`config.mk`:
```
export PLATFORM = sky130hd
export DESIGN_NAME = apb_fsm_controller_flat
export DESIGN_NICKNAME = d
export VERILOG_FILES = /design/src/rtl/apb_fsm_controller_if.sv /design/src/rtl/apb_fsm_controller.sv /design/src/flat_wrapper.sv
export SDC_FILE = /design/constraint.sdc
export NUM_CORES = 1
export LEC_CHECK = 0
export ABC_AREA = 1
export BUFFER_PORTS_ARGS = -buffer_cell sky130_fd_sc_hd__clkbuf_2
export CORE_MARGIN = 4
export CORE_UTILIZATION = 44
export CTS_CLUSTER_SIZE = 40
export DETAILED_ROUTE_END_ITERATION = 16
export GPL_TIMING_DRIVEN = 0
export PLACE_DENSITY = 0.85
export SKIP_CTS_REPAIR_TIMING = 1
export SLEW_MARGIN = 15
export SYNTH_ARGS = -nofsm -noshare
export SYNTH_HDL_FRONTEND = slang
export SYNTH_SLANG_ARGS = --single-unit
```
`constraint.sdc`:
```
create_clock -name Hclk -period 1.93 [get_ports Hclk]
set_input_delay 0.193 -clock Hclk [delete_from_list [all_inputs] [get_ports Hclk]]
set_output_delay 0.193 -clock Hclk [all_outputs]
set_load 0.01 [all_outputs]
```
`src/rtl/apb_fsm_controller_if.sv`:
```
// apb_fsm_controller_if: decoded AHB transfer request in, APB setup/enable phases out.
interface apb_fsm_controller_if #(
    parameter int ADDR_W = 32,
    parameter int DATA_W = 32
);
    logic              valid;
    logic              Hwrite;
    logic              Hwritereg;
    logic [ADDR_W-1:0] Haddr;
    logic [ADDR_W-1:0] Haddr1;
    logic [ADDR_W-1:0] Haddr2;
    logic [DATA_W-1:0] Hwdata;
    logic [DATA_W-1:0] Hwdata1;
    logic [2:0]        tempselx;
    logic [2:0]        Pselx;
    logic              Penable;
    logic              Pwrite;
    logic [ADDR_W-1:0] Paddr;
    logic [DATA_W-1:0] Pwdata;
    logic              Hreadyout;

    modport master (
        output valid, Hwrite, Hwritereg, Haddr, Haddr1, Haddr2, Hwdata, Hwdata1, tempselx,
        input  Pselx, Penable, Pwrite, Paddr, Pwdata, Hreadyout
    );

    modport slave (
        input  valid, Hwrite, Hwritereg, Haddr, Haddr1, Haddr2, Hwdata, Hwdata1, tempselx,
        output Pselx, Penable, Pwrite, Paddr, Pwdata, Hreadyout
    );
endinterface

```
`src/rtl/apb_fsm_controller.sv`:
```
// apb_fsm_controller: sequences APB SETUP/ENABLE phases for the AHB-to-APB bridge
// and stalls the AHB master via Hreadyout while an access is outstanding.
module apb_fsm_controller (
    input logic                 Hclk,
    input logic                 Hresetn,
    apb_fsm_controller_if.slave bus
);
    typedef enum logic [2:0] {IDLE, READ, WWAIT, WRITE, WRITEP, RENABLE, WENABLE, WENABLEP} state_t;

    state_t     state;
    logic [2:0] sel1, sel2;

    assign bus.Hreadyout = !(state == READ || state == WRITEP);

    always_ff @(posedge Hclk or negedge Hresetn) begin
        if (!Hresetn) begin
            state       <= IDLE;
            sel1        <= '0;
            sel2        <= '0;
            bus.Pselx   <= '0;
            bus.Penable <= 1'b0;
            bus.Pwrite  <= 1'b0;
            bus.Paddr   <= '0;
            bus.Pwdata  <= '0;
        end else begin
            sel1 <= bus.tempselx;
            sel2 <= sel1;
            case (state)
                IDLE, RENABLE, WENABLE: begin
                    bus.Penable <= 1'b0;
                    if (bus.valid && !bus.Hwrite) begin
                        state      <= READ;
                        bus.Pselx  <= bus.tempselx;
                        bus.Paddr  <= bus.Haddr;
                        bus.Pwrite <= 1'b0;
                    end else begin
                        state     <= bus.valid ? WWAIT : IDLE;
                        bus.Pselx <= '0;
                    end
                end
                WWAIT: begin
                    state       <= bus.valid ? WRITEP : WRITE;
                    bus.Pselx   <= sel1;
                    bus.Paddr   <= bus.Haddr1;
                    bus.Pwdata  <= bus.Hwdata;
                    bus.Pwrite  <= 1'b1;
                    bus.Penable <= 1'b0;
                end
                READ: begin
                    state       <= RENABLE;
                    bus.Penable <= 1'b1;
                end
                WRITE: begin
                    state       <= bus.valid ? WENABLEP : WENABLE;
                    bus.Penable <= 1'b1;
                end
                WRITEP: begin
                    state       <= WENABLEP;
                    bus.Penable <= 1'b1;
                end
                WENABLEP: begin
                    // pipelined request is two cycles old here, so use the doubly delayed copies
                    bus.Pselx   <= sel2;
                    bus.Paddr   <= bus.Haddr2;
                    bus.Penable <= 1'b0;
                    bus.Pwrite  <= bus.Hwritereg;
                    if (!bus.Hwritereg) state <= READ;
                    else begin
                        state      <= bus.valid ? WRITEP : WRITE;
                        bus.Pwdata <= bus.Hwdata1;
                    end
                end
            endcase
        end
    end
endmodule

```
`src/flat_wrapper.sv`:
```
// flat-port wrapper written by rule: the top's interface ports become plain ports
module apb_fsm_controller_flat 
  (Hclk, Hresetn, bus_valid, bus_Hwrite, bus_Hwritereg, bus_Haddr, bus_Haddr1, bus_Haddr2, bus_Hwdata, bus_Hwdata1, bus_tempselx, bus_Pselx, bus_Penable, bus_Pwrite, bus_Paddr, bus_Pwdata, bus_Hreadyout);
  apb_fsm_controller_if #(.ADDR_W(32), .DATA_W(32)) bus_i ();
  input logic Hclk;
  input logic Hresetn;
  input wire logic [$bits(bus_i.valid)-1:0] bus_valid;
  input wire logic [$bits(bus_i.Hwrite)-1:0] bus_Hwrite;
  input wire logic [$bits(bus_i.Hwritereg)-1:0] bus_Hwritereg;
  input wire logic [$bits(bus_i.Haddr)-1:0] bus_Haddr;
  input wire logic [$bits(bus_i.Haddr1)-1:0] bus_Haddr1;
  input wire logic [$bits(bus_i.Haddr2)-1:0] bus_Haddr2;
  input wire logic [$bits(bus_i.Hwdata)-1:0] bus_Hwdata;
  input wire logic [$bits(bus_i.Hwdata1)-1:0] bus_Hwdata1;
  input wire logic [$bits(bus_i.tempselx)-1:0] bus_tempselx;
  output wire logic [$bits(bus_i.Pselx)-1:0] bus_Pselx;
  output wire logic [$bits(bus_i.Penable)-1:0] bus_Penable;
  output wire logic [$bits(bus_i.Pwrite)-1:0] bus_Pwrite;
  output wire logic [$bits(bus_i.Paddr)-1:0] bus_Paddr;
  output wire logic [$bits(bus_i.Pwdata)-1:0] bus_Pwdata;
  output wire logic [$bits(bus_i.Hreadyout)-1:0] bus_Hreadyout;
  assign bus_i.valid = bus_valid;
  assign bus_i.Hwrite = bus_Hwrite;
  assign bus_i.Hwritereg = bus_Hwritereg;
  assign bus_i.Haddr = bus_Haddr;
  assign bus_i.Haddr1 = bus_Haddr1;
  assign bus_i.Haddr2 = bus_Haddr2;
  assign bus_i.Hwdata = bus_Hwdata;
  assign bus_i.Hwdata1 = bus_Hwdata1;
  assign bus_i.tempselx = bus_tempselx;
  assign bus_Pselx = bus_i.Pselx;
  assign bus_Penable = bus_i.Penable;
  assign bus_Pwrite = bus_i.Pwrite;
  assign bus_Paddr = bus_i.Paddr;
  assign bus_Pwdata = bus_i.Pwdata;
  assign bus_Hreadyout = bus_i.Hreadyout;
  apb_fsm_controller u_core (.Hclk(Hclk), .Hresetn(Hresetn), .bus(bus_i));
endmodule
```
==> qor.log, run 1 <==
[pwr] total power per unit cell area 1500 nW/um^2
[synthesis] Warnings, synthesis 0
[final_layout] commonest non-fill, non-tap cells in the layout nand2_1 (385), clkbuf_2 (236), dfrtp_1 (78)
[setup_path] arrival time of the worst setup path 1.93 ns
[die] die span in y 105 microns
[placement] final estimated routing congestion in global placement 0.860
[die] number of top-level pins 238
[setup_path] buffering stage count on the worst path with inverters included 2
[grt] global-route total usage across every layer 22.9%
[die] Core ar. 9200 sq um
[final_layout] most common cell after layout, fill and taps aside nand2_1
[placement] detailed-placement wirelength estimate 10000 microns
[die] Cell Rows 35
[grt] largest net degree at the start of global routing 42
[clock_network] Worst-path clk slew 0.08 ns
[clock_network] root buffer cell clkbuf_8
[job] number of violations of the max-capacitance limit 0
[setup_path] beginning of the critical path u_core.state[0]$_DFF_PN0_
[setup_path] endpoint of the worst register-to-register path u_core.bus.Paddr[20]$_DFFE_PN0P_
[sta] relative slew slack 60.5%
[worst_hold_path] start point of the worst min-delay path bus_Hwdata1[21]
[grt] via count of the first global-routing pass 4314
[worst_hold_path] hold path endpoint u_core.bus.Pwdata[21]$_DFFE_PN0P_
[drt] Iter 0 DRT Violations 305
[drt] count of TritonRoute iterations in the first routing pass 4
[sta] worst-margin pin slew 0.592 ns
[sta] setup TNS 0 ns
[sta] max-slew violation total from the final report 0
[final_layout] count of antenna diodes in the layout 0
[setup_path] largest incremental delay on the critical path 0.46 ns
[sta] Clock Skews 0.00939 ns
[setup_path] R2R Path Start u_core.state[0]$_DFF_PN0_
[synthesis] post-synthesis cell type count 17
[clock_network] clock network latency to the later pin of the worst-skew pair 0.34 ns
[synthesis] number of nets in the synthesized netlist 779
[synthesis] share of the yosys chip area belonging to registers 47.0%
[setup_path] cell with the most instances on the worst path nand2_1
[placement] Buffers on Ports 237
[synthesis] synthesized area 4150 sq um
[setup_path] maximum net fanout on the critical path 10
[synthesis] gate count of the mapped netlist 611
[clock_network] Inserted Clock Buffers 9
[setup_path] chain of cells forming the critical path inv_2 > nand2_1 > nor2_2 > buf_2 > nand2_1 > nand3_1 > nand2_1 > nand2_1
[sta] unrepaired setup endpoints after global routing no
[grt] initial antenna violation count 0
[worst_hold_path] number of cells on the worst hold path 5
[sta] final clock period utilization by the worst path 85.9%
[final_layout] post-layout net count 1032
[setup_path] CP required 2.20 ns
[placement] worst setup timing slack at the placement stage 0.325 ns
[pwr] Leakage Power 3.56 nW
[die] width of the die 105 microns
[setup_path] cells on worst reg2reg path 8
[setup_path] category of cells accounting for the largest share of critical-path delay simple AND/OR/NAND/NOR gates
[worst_hold_path] Hold Crit Class in -> reg
[clock_network] TritonCTS clock tree built
[drt] routed via count 4559
[setup_path] Critical Setup Path Class reg -> reg
[clock_network] Clock H-tree levels 3
[drt] number of vias per cell 4.65
[final_layout] # fillers 873
[sta] peak clock frequency supported by timing 0.603 GHz
[setup_path] kind of start point of the critical path register
[synthesis] number of flip-flops and latches in the synthesized netlist 78
[final_layout] area overhead of the layout relative to synthesis 38.8%
[synthesis] mean post-synth cell area 6.80 sq um
[status] result of the run complete, no violations
[sta] endpoints failing hold 0
[clock_network] total clock sinks 78
[drt] Wirelength per Cell 12.9 microns
[setup_path] cell type of the slowest stage on the worst timing path dfrtp_1
[sta] min setup slack post-route 0.273 ns
[drt] number of nets with antenna violations after routing 0
[die] starting density of the core 45.2%
[setup_path] endpoint kind of the worst setup timing path register
[final_layout] fraction of final layout cells sized beyond drive strength 1 33.8%
[grt] global-route wire length before repair 20600 microns
[sta] time the final worst path needs with I/O delays and setup 1.66 ns
[setup_path] worst reg2reg setup slack 0.27 ns
[grt] grt ovf 0
[pwr] Max VDD drop 642 uV
[drt] DRC violations left 0
[drt] wirelength, routed 12700 microns
[clock_network] Longest Clk Path Bufs 2
[sta] Setup violations, final 0
[die] die footprint 11100 sq um
per-stage QoR:
stage | util, % | power, W | hold slack [ns] | instances | cell area, sq um
after CTS | 62.2 | 0.00873 | -0.132 | 976 | 5720
after detailed placement | 59.8 | 0.00733 | 0.247 | 960 | 5500
after floorplan | - | 0.00563 | -0.103 | 611 | 4150
after global placement | 59.6 | 0.00722 | 0.318 | 959 | 5480
after global routing | 62.7 | 0.00945 | 0.131 | 980 | 5760
final | 62.7 | 0.00864 | 0.129 | 980 | 5760
worst max-delay path by stage:
stage,to,slack (ns),cells after the start
6_report,u_core.bus.Paddr[20]$_DFFE_PN0P_,0.27,8
5_1_grt,u_core.bus.Paddr[20]$_DFFE_PN0P_,0.16,8
4_1_cts,u_core.bus.Paddr[20]$_DFFE_PN0P_,0.28,8
3_5_place_dp,u_core.bus.Paddr[20]$_DFFE_PN0P_,0.33,8
3_3_place_gp,u_core.bus.Pwdata[13]$_DFFE_PN0P_,-0.04,1
2_1_floorplan,u_core.bus.Paddr[0]$_DFFE_PN0P_,0.60,9
worst register-to-register path: cells and delay by family (launching register included):
family        cells  cell delay [ns]
simple gates      6             0.72
flops             1             0.46
buf+inv           2             0.42
synthesized netlist by cell type:
cell type  number  share of area (%)
nand2_1       385                 35
o21ai_0         3               0.36
nand3_1        68                8.2
inv_2           4               0.36
nand2_2         1               0.15
nor2_1         15                1.4
o21ai_4         1               0.39
clkbuf_1        6               0.54
a21oi_4         1               0.39
dfrtp_1        78                 47
a21oi_2         1               0.21
buf_4           9                1.6
clkinv_1        1              0.090
nand3_2         3               0.72
nor2_2          2               0.30
inv_1          15                1.4
buf_2          18                2.2
flip-flops by register name, summed over array words and instances (netlist names):
register / cells
u_core.bus.Paddr: 32
u_core.bus.Pwdata: 32
u_core.bus.Pselx: 3
u_core.sel1: 3
u_core.sel2: 3
u_core.state: 3
u_core.bus.Penable: 1
u_core.bus.Pwrite: 1
report_power, final:
group / switching (W) / internal (W) / total [W]
sequential: 0.000422 / 0.00240 / 0.00282
combinational: 0.00280 / 0.00166 / 0.00446
clock: 0.000625 / 0.000733 / 0.00136
metal layers:
metal / wire length [microns] / vias up / global-route usage, %
li1: - / 2380 / -
met1: 5290 / 2003 / 27.4
met2: 6180 / 167 / 40.2
met3: 1100 / 9 / 7.35
met4: 111 / 0 / 4.87
met5: 0 / - / 0
layout make-up:
class / count / area [sq um] / area share [%]
tap: 111 / 139 / 2.41
buffer: 33 / 180 / 3.13
clock buffer: 9 / 124 / 2.15
timing repair buffer: 242 / 1250 / 21.7
sequential: 78 / 1950 / 33.9
clock inverter: 7 / 98.8 / 1.71
multi-input combinational: 480 / 1950 / 33.8
inverter: 20 / 75.1 / 1.30
cell families after synthesis:
group	share of synthesized area (%)
compound gates	1.36
buf+inv	6.14
flops	47.0
simple gates	45.5
(Power assumes the default switching activity.)
==> run 2: changes to the inputs <==
--- a/config.mk
+++ b/config.mk
@@ -8,11 +8,12 @@
 export ABC_AREA = 1
 export BUFFER_PORTS_ARGS = -buffer_cell sky130_fd_sc_hd__clkbuf_2
 export CORE_MARGIN = 4
-export CORE_UTILIZATION = 44
+export CORE_UTILIZATION = 46
+export CTS_BUF_LIST = sky130_fd_sc_hd__clkbuf_8
 export CTS_CLUSTER_SIZE = 40
 export DETAILED_ROUTE_END_ITERATION = 16
 export GPL_TIMING_DRIVEN = 0
-export PLACE_DENSITY = 0.85
+export PLACE_DENSITY = 0.88
 export SKIP_CTS_REPAIR_TIMING = 1
 export SLEW_MARGIN = 15
 export SYNTH_ARGS = -nofsm -noshare
==> qor.log, run 2 (synthesized netlist as in run 1, its figures left out) <==
[worst_hold_path] number of cells on the worst hold path 5 [unchanged]
[worst_hold_path] start point of the worst min-delay path bus_Hwdata1[9]
[clock_network] total clock sinks 78 [unchanged]
[clock_network] Inserted Clock Buffers 9 [unchanged]
[final_layout] commonest non-fill, non-tap cells in the layout nand2_1 (385), clkbuf_2 (236), dfrtp_1 (78)
[drt] Wirelength per Cell 13.1 microns [+1.1%]
[pwr] Combinational Power Share 52.8% [+1.1 points]
[final_layout] post-layout net count 1032 [unchanged]
[final_layout] area overhead of the layout relative to synthesis 37.8%
[pwr] Leakage Power 3.54 nW [-0.54%]
[sta] endpoints failing hold 0 [unchanged]
[sta] setup TNS 0 ns [unchanged]
[pwr] Int Pwr 0.00455 W [-4.9%]
[grt] via count of the first global-routing pass 4191 [-2.9%]
[setup_path] kind of start point of the critical path register
[final_layout] finished layout cell area 5730 sq um [-0.67%]
[drt] routed via count 4642 [+1.8%]
[grt] largest net degree at the start of global routing 44 [+4.8%]
[pwr] Max VDD drop 699 uV [+8.8%]
[setup_path] cells on worst reg2reg path 8 [unchanged]
[sta] Clock Skews 0.00968 ns [+0.000291 ns]
[drt] number of vias per cell 4.75 [+2.1%]
[setup_path] worst reg2reg setup slack 0.25 ns [-0.02 ns]
[final_layout] fraction of final layout cells sized beyond drive strength 1 33.8% [unchanged]
[sta] min setup slack post-route 0.249 ns [-0.0233 ns]
[clock_network] clock network latency to the later pin of the worst-skew pair 0.34 ns [about the same]
[clock_network] root buffer cell clkbuf_8
[sta] time the final worst path needs with I/O delays and setup 1.68 ns [+0.0233 ns]
[setup_path] endpoint of the worst register-to-register path u_core.bus.Pwdata[11]$_DFFE_PN0P_
[clock_network] Worst-path clk slew 0.10 ns [+0.02 ns]
[sta] relative slew slack 65.1% [+4.6 points]
[placement] worst setup timing slack at the placement stage 0.241 ns [-0.0839 ns]
[drt] Iter 0 DRT Violations 105 [-66%]
[sta] final clock period utilization by the worst path 87.1% [+1.2 points]
[setup_path] endpoint kind of the worst setup timing path register
[die] width of the die 103 microns [-2.0%]
[placement] Cells after DPL 957 [-0.31%]
[grt] global-route wire length before repair 19300 microns [-6.3%]
[die] Cell Rows 34 [-2.9%]
[die] number of top-level pins 238 [unchanged]
[pwr] reported net switching power 0.00391 W [+1.4%]
[setup_path] R2R Path Start u_core.state[0]$_DFF_PN0_
[sta] peak clock frequency supported by timing 0.595 GHz [-1.4%]
[job] number of violations of the max-capacitance limit 0 [unchanged]
[setup_path] maximum net fanout on the critical path 10 [unchanged]
[sta] unrepaired setup endpoints after global routing no
[sta] worst-margin pin slew 0.523 ns [-0.0693 ns]
[pwr] clock group share of total power 13.7% [-2.0 points]
[placement] detailed-placement wirelength estimate 10200 microns [+1.9%]
[final_layout] # fillers 808 [-7.4%]
[worst_hold_path] hold path endpoint u_core.bus.Pwdata[9]$_DFFE_PN0P_
[grt] grt ovf 0 [unchanged]
[die] starting density of the core 47.4% [+2.2 points]
[placement] Buffers on Ports 237 [unchanged]
[grt] global-route total usage across every layer 23.2% [+0.33 points]
[setup_path] Critical Setup Path Class reg -> reg
[drt] wirelength, routed 12800 microns [+0.78%]
[drt] number of nets with antenna violations after routing 0 [unchanged]
[placement] post-place instance area 5500 sq um [about the same]
[sta] max-slew violation total from the final report 0 [unchanged]
[final_layout] largest registers in the final layout u_core.bus.Paddr (32), u_core.bus.Pwdata (32)
[die] Core ar. 8760 sq um [-4.7%]
[status] result of the run complete, no violations
[clock_network] Clock H-tree levels 3 [unchanged]
[final_layout] most common cell after layout, fill and taps aside nand2_1
[clock_network] TritonCTS clock tree built
[drt] DRC violations left 0 [unchanged]
[sta] Setup violations, final 0 [unchanged]
[placement] final estimated routing congestion in global placement 0.848 [-1.4%]
[die] die footprint 10600 sq um [-4.0%]
[grt] initial antenna violation count 0 [unchanged]
[die] die span in y 103 microns [-2.0%]
[final_layout] count of antenna diodes in the layout 0 [unchanged]
[final_layout] non-filler instance count after layout 977 [-0.31%]
[pwr] total power per unit cell area 1480 nW/um^2 [-1.4%]
[drt] count of TritonRoute iterations in the first routing pass 4 [unchanged]
[setup_path] CP required 2.22 ns [+0.02 ns]
[clock_network] Longest Clk Path Bufs 2 [unchanged]
[setup_path] arrival time of the worst setup path 1.97 ns [+0.04 ns]
[worst_hold_path] Hold Crit Class in -> reg
[pwr] fraction of power spent switching nets 46.2% [+1.6 points]
[pwr] sequential cell fraction of total power 33.5% [+0.9 points]
-- run 2: cell type report --
cell class,count,area (sq um),share of cell area [%]
Clock buffer,9,124,2.16
Buffer,33,180,3.15
Multi-Input combinational cell,480,1950,34.0
Sequential cell,78,1950,34.1
Inverter,20,75.1,1.31
Tap cell,108,135,2.36
Clock inverter,7,63.8,1.11
Timing Repair Buffer,242,1250,21.8
-- run 2: power by group through the flow --
stage               logic (W)  clock network (W)  registers [W]
finish                0.00447            0.00116        0.00283
global route          0.00506            0.00125        0.00292
CTS                   0.00452            0.00119        0.00283
detailed placement    0.00453                  0        0.00284
global placement      0.00441                  0        0.00282
floorplan             0.00250                  0        0.00313
-- run 2: worst max-delay path by stage --
stage | start | to | slack, ns
after floorplan | u_core.state[1]$_DFF_PN0_ | u_core.bus.Paddr[0]$_DFFE_PN0P_ | 0.60
after global placement | Hresetn | u_core.bus.Pwdata[11]$_DFFE_PN0P_ | -0.06
after detailed placement | u_core.state[0]$_DFF_PN0_ | u_core.bus.Pwdata[11]$_DFFE_PN0P_ | 0.24
after CTS | u_core.state[0]$_DFF_PN0_ | u_core.bus.Pwdata[11]$_DFFE_PN0P_ | 0.21
after global routing | u_core.state[0]$_DFF_PN0_ | u_core.bus.Pwdata[11]$_DFFE_PN0P_ | 0.09
final | u_core.state[0]$_DFF_PN0_ | u_core.bus.Pwdata[11]$_DFFE_PN0P_ | 0.25
-- run 2: through the flow --
step | hold slack [ns] | utilization (%) | total power (W)
2_1_floorplan | -0.103 | - | 0.00563
6_report | 0.124 | 65.3 | 0.00846
3_5_place_dp | 0.219 | 62.7 | 0.00737
5_1_grt | 0.141 | 65.3 | 0.00923
4_1_cts | -0.168 | 64.9 | 0.00854
3_3_place_gp | 0.321 | 62.5 | 0.00723
-- run 2: per-layer routing --
layer  up-vias  global-route usage (%)  part of all wire, %
met3        18                    5.28                  9.2
li1       2378                       -                    -
met4         0                    6.87                  1.7
met5         -                       0                    0
met2       178                    41.4                   49
met1      2068                    28.0                   41
-- run 2: critical path, stage by stage, from the launching register on --
cell and delay [ns]:
dfrtp_1 0.46, inv_2 0.11, nand2_1 0.08, nor2_2 0.31, a21oi_4 0.13, inv_2 0.12
buf_2 0.22, nand2_1 0.13, nand2_1 0.07
==> run 3: changes to the inputs <==
--- a/config.mk
+++ b/config.mk
@@ -7,13 +7,14 @@
 export LEC_CHECK = 0
 export ABC_AREA = 1
 export BUFFER_PORTS_ARGS = -buffer_cell sky130_fd_sc_hd__clkbuf_2
+export CAP_MARGIN = 20
 export CORE_MARGIN = 4
 export CORE_UTILIZATION = 46
 export CTS_BUF_LIST = sky130_fd_sc_hd__clkbuf_8
 export CTS_CLUSTER_SIZE = 40
 export DETAILED_ROUTE_END_ITERATION = 16
 export GPL_TIMING_DRIVEN = 0
-export PLACE_DENSITY = 0.88
+export PLACE_DENSITY = 0.84
 export SKIP_CTS_REPAIR_TIMING = 1
 export SLEW_MARGIN = 15
 export SYNTH_ARGS = -nofsm -noshare
==> qor.log, run 3 (synthesized netlist as in run 1, its figures left out) <==
[placement] final estimated routing congestion in global placement 0.848 [about the same]
[final_layout] count of antenna diodes in the layout 0 [unchanged]
[die] Core ar. 8760 sq um [unchanged]
[die] die span in y 103 microns [unchanged]
[setup_path] maximum net fanout on the critical path 10 [unchanged]
[clock_network] total clock sinks 78 [unchanged]
[pwr] sequential cell fraction of total power 33.5% [about the same]
[die] Cell Rows 34 [unchanged]
[drt] DRC violations left 0 [unchanged]
[final_layout] area overhead of the layout relative to synthesis 37.9% [about the same]
[job] number of violations of the max-capacitance limit 0 [unchanged]
[sta] Setup violations, final 0 [unchanged]
[setup_path] cell with the most instances on the worst path nand2_1
[drt] count of TritonRoute iterations in the first routing pass 6 [+2]
[sta] peak clock frequency supported by timing 0.621 GHz [+4.4%]
[setup_path] buffering stage count on the worst path with inverters included 3 [unchanged]
[drt] number of vias per cell 4.67 [-1.6%]
[clock_network] Clock H-tree levels 3 [unchanged]
[final_layout] post-layout net count 1032 [unchanged]
[sta] max-slew violation total from the final report 0 [unchanged]
[final_layout] combined flip-flop and latch cell area 1950 sq um [unchanged]
[clock_network] Worst-path clk slew 0.09 ns [about the same]
[pwr] Leakage Power 3.54 nW [+0.11%]
[die] die footprint 10600 sq um [unchanged]
[setup_path] kind of start point of the critical path register
[pwr] Int Pwr 0.00455 W [about the same]
[sta] time the final worst path needs with I/O delays and setup 1.61 ns [-0.0704 ns]
[setup_path] arrival time of the worst setup path 1.89 ns [-0.08 ns]
[die] number of top-level pins 238 [unchanged]
[grt] via count of the first global-routing pass 4172 [-0.45%]
[grt] global-route total usage across every layer 22.8% [-0.40 points]
[final_layout] fraction of final layout cells sized beyond drive strength 1 33.8% [unchanged]
[setup_path] Critical Setup Path Class reg -> reg
[drt] Iter 0 DRT Violations 128 [+22%]
[pwr] fraction of power spent switching nets 46.1% [-0.13 points]
[grt] initial antenna violation count 0 [unchanged]
[pwr] clock group share of total power 13.7% [about the same]
[clock_network] root buffer cell clkbuf_8
[sta] unrepaired setup endpoints after global routing no
[placement] detailed-placement wirelength estimate 10100 microns [-0.81%]
[drt] number of nets with antenna violations after routing 0 [unchanged]
[sta] relative slew slack 64.9% [-0.27 points]
[setup_path] chain of cells forming the critical path inv_2 > nand2_1 > nor2_2 > a21oi_4 > inv_2 > buf_2 > nand2_1 > nand2_1
[clock_network] Longest Clk Path Bufs 2 [unchanged]
[grt] grt ovf 0 [unchanged]
[final_layout] # fillers 855 [+5.8%]
[final_layout] largest registers in the final layout u_core.bus.Paddr (32), u_core.bus.Pwdata (32)
[pwr] Combinational Power Share 52.9% [about the same]
[clock_network] clock network latency to the later pin of the worst-skew pair 0.34 ns [about the same]
[setup_path] endpoint kind of the worst setup timing path register
[setup_path] CP required 2.21 ns [about the same]
[status] result of the run complete, no violations
[placement] Buffers on Ports 237 [unchanged]
[pwr] reported net switching power 0.00389 W [-0.48%]
[die] starting density of the core 47.4% [unchanged]
[pwr] Max VDD drop 693 uV [-0.96%]
[drt] wirelength, routed 12600 microns [-1.1%]
[drt] routed via count 4566 [-1.6%]
[clock_network] TritonCTS clock tree built
[final_layout] utilization after layout 65.3% [about the same]
[setup_path] category of cells accounting for the largest share of critical-path delay simple AND/OR/NAND/NOR gates
[final_layout] commonest non-fill, non-tap cells in the layout nand2_1 (385), clkbuf_2 (236), dfrtp_1 (78)
[worst_hold_path] Hold Crit Class in -> reg
[setup_path] cell type of the slowest stage on the worst timing path dfrtp_1
[sta] worst-margin pin slew 0.527 ns [+0.00399 ns]
[final_layout] footprint of the multi-input gates 1950 sq um [unchanged]
[final_layout] most common cell after layout, fill and taps aside nand2_1
[clock_network] Inserted Clock Buffers 9 [unchanged]
[drt] Wirelength per Cell 12.9 microns [-1.1%]
[setup_path] largest incremental delay on the critical path 0.46 ns [about the same]
[pwr] total chip power 0.00844 W [-0.19%]
[grt] largest net degree at the start of global routing 44 [unchanged]
[sta] final clock period utilization by the worst path 83.4% [-3.6 points]
[die] width of the die 103 microns [unchanged]
[sta] endpoints failing hold 0 [unchanged]
[pwr] total power per unit cell area 1470 nW/um^2 [-0.21%]
[grt] global-route wire length before repair 19000 microns [-1.3%]
[sta] Clock Skews 0.00871 ns [-0.000967 ns]
run 3: changes by cell type in the layout (fill, tap and decap cells not counted), sizes merged:
cell,delta
clkinv,+1
clkinvlp,-1
run 3: power groups by stage:
| stage | registers [W] | clock network [W] | logic (W) |
|---|---|---|---|
| floorplan | 0.00313 | 0 | 0.00250 |
| global placement | 0.00282 | 0 | 0.00442 |
| detailed placement | 0.00283 | 0 | 0.00453 |
| CTS | 0.00282 | 0.00119 | 0.00452 |
| global route | 0.00291 | 0.00127 | 0.00506 |
| finish | 0.00283 | 0.00115 | 0.00446 |
run 3: path summary, 6_finish.rpt:
kind / start / to / slack, ns / cells after the start
worst max-delay path: u_core.state[0]$_DFF_PN0_ / u_core.bus.Pwdata[12]$_DFFE_PN0P_ / 0.32 / 8
worst min-delay path: bus_Hwdata1[2] / u_core.bus.Pwdata[2]$_DFFE_PN0P_ / 0.13 / 5
worst max register to register: u_core.state[0]$_DFF_PN0_ / u_core.bus.Pwdata[12]$_DFFE_PN0P_ / 0.32 / 8
worst min register to register: u_core.sel1[0]$_DFF_PN0_ / u_core.sel2[0]$_DFF_PN0_ / 0.38 / 0
max in group asynchronous: Hresetn / u_core.bus.Pwdata[20]$_DFFE_PN0P_ / 0.94 / 3
min in group asynchronous: Hresetn / u_core.bus.Paddr[9]$_DFFE_PN0P_ / 0.39 / 2
run 3: worst min-delay path, cell delays in order:
cell and delay (ns):
clkbuf_2 0.07, nand2_1 0.04, nand2_1 0.05, nand2_1 0.05, nand2_1 0.04
run 3: layout make-up:
type	count	area share, %
Sequential cell	78	34.1
Multi-Input combinational cell	480	34.0
Timing Repair Buffer	242	21.8
Buffer	33	3.15
Tap cell	108	2.36
Clock buffer	9	2.16
Inverter	20	1.31
Clock inverter	7	1.14
run 3: per-layer routing:
metal	track usage, %	wire, microns	up-vias
li1	-	-	2373
met3	5.21	1190	15
met4	6.18	159	0
met1	27.5	5060	1990
met2	40.9	6230	188
met5	0	0	-
run 3: per-stage QoR:
stage          area (sq um)  std cells  worst slack, ns  hold slack [ns]  TNS [ns]
4_1_cts                5690        973            0.275           -0.168         0
2_1_floorplan          4150        611            0.597           -0.103         0
5_1_grt                5730        977            0.152            0.129         0
3_5_place_dp           5500        957            0.284            0.211         0
3_3_place_gp           5480        956          -0.0270            0.322     -1.79
6_report               5730        977            0.320            0.131         0
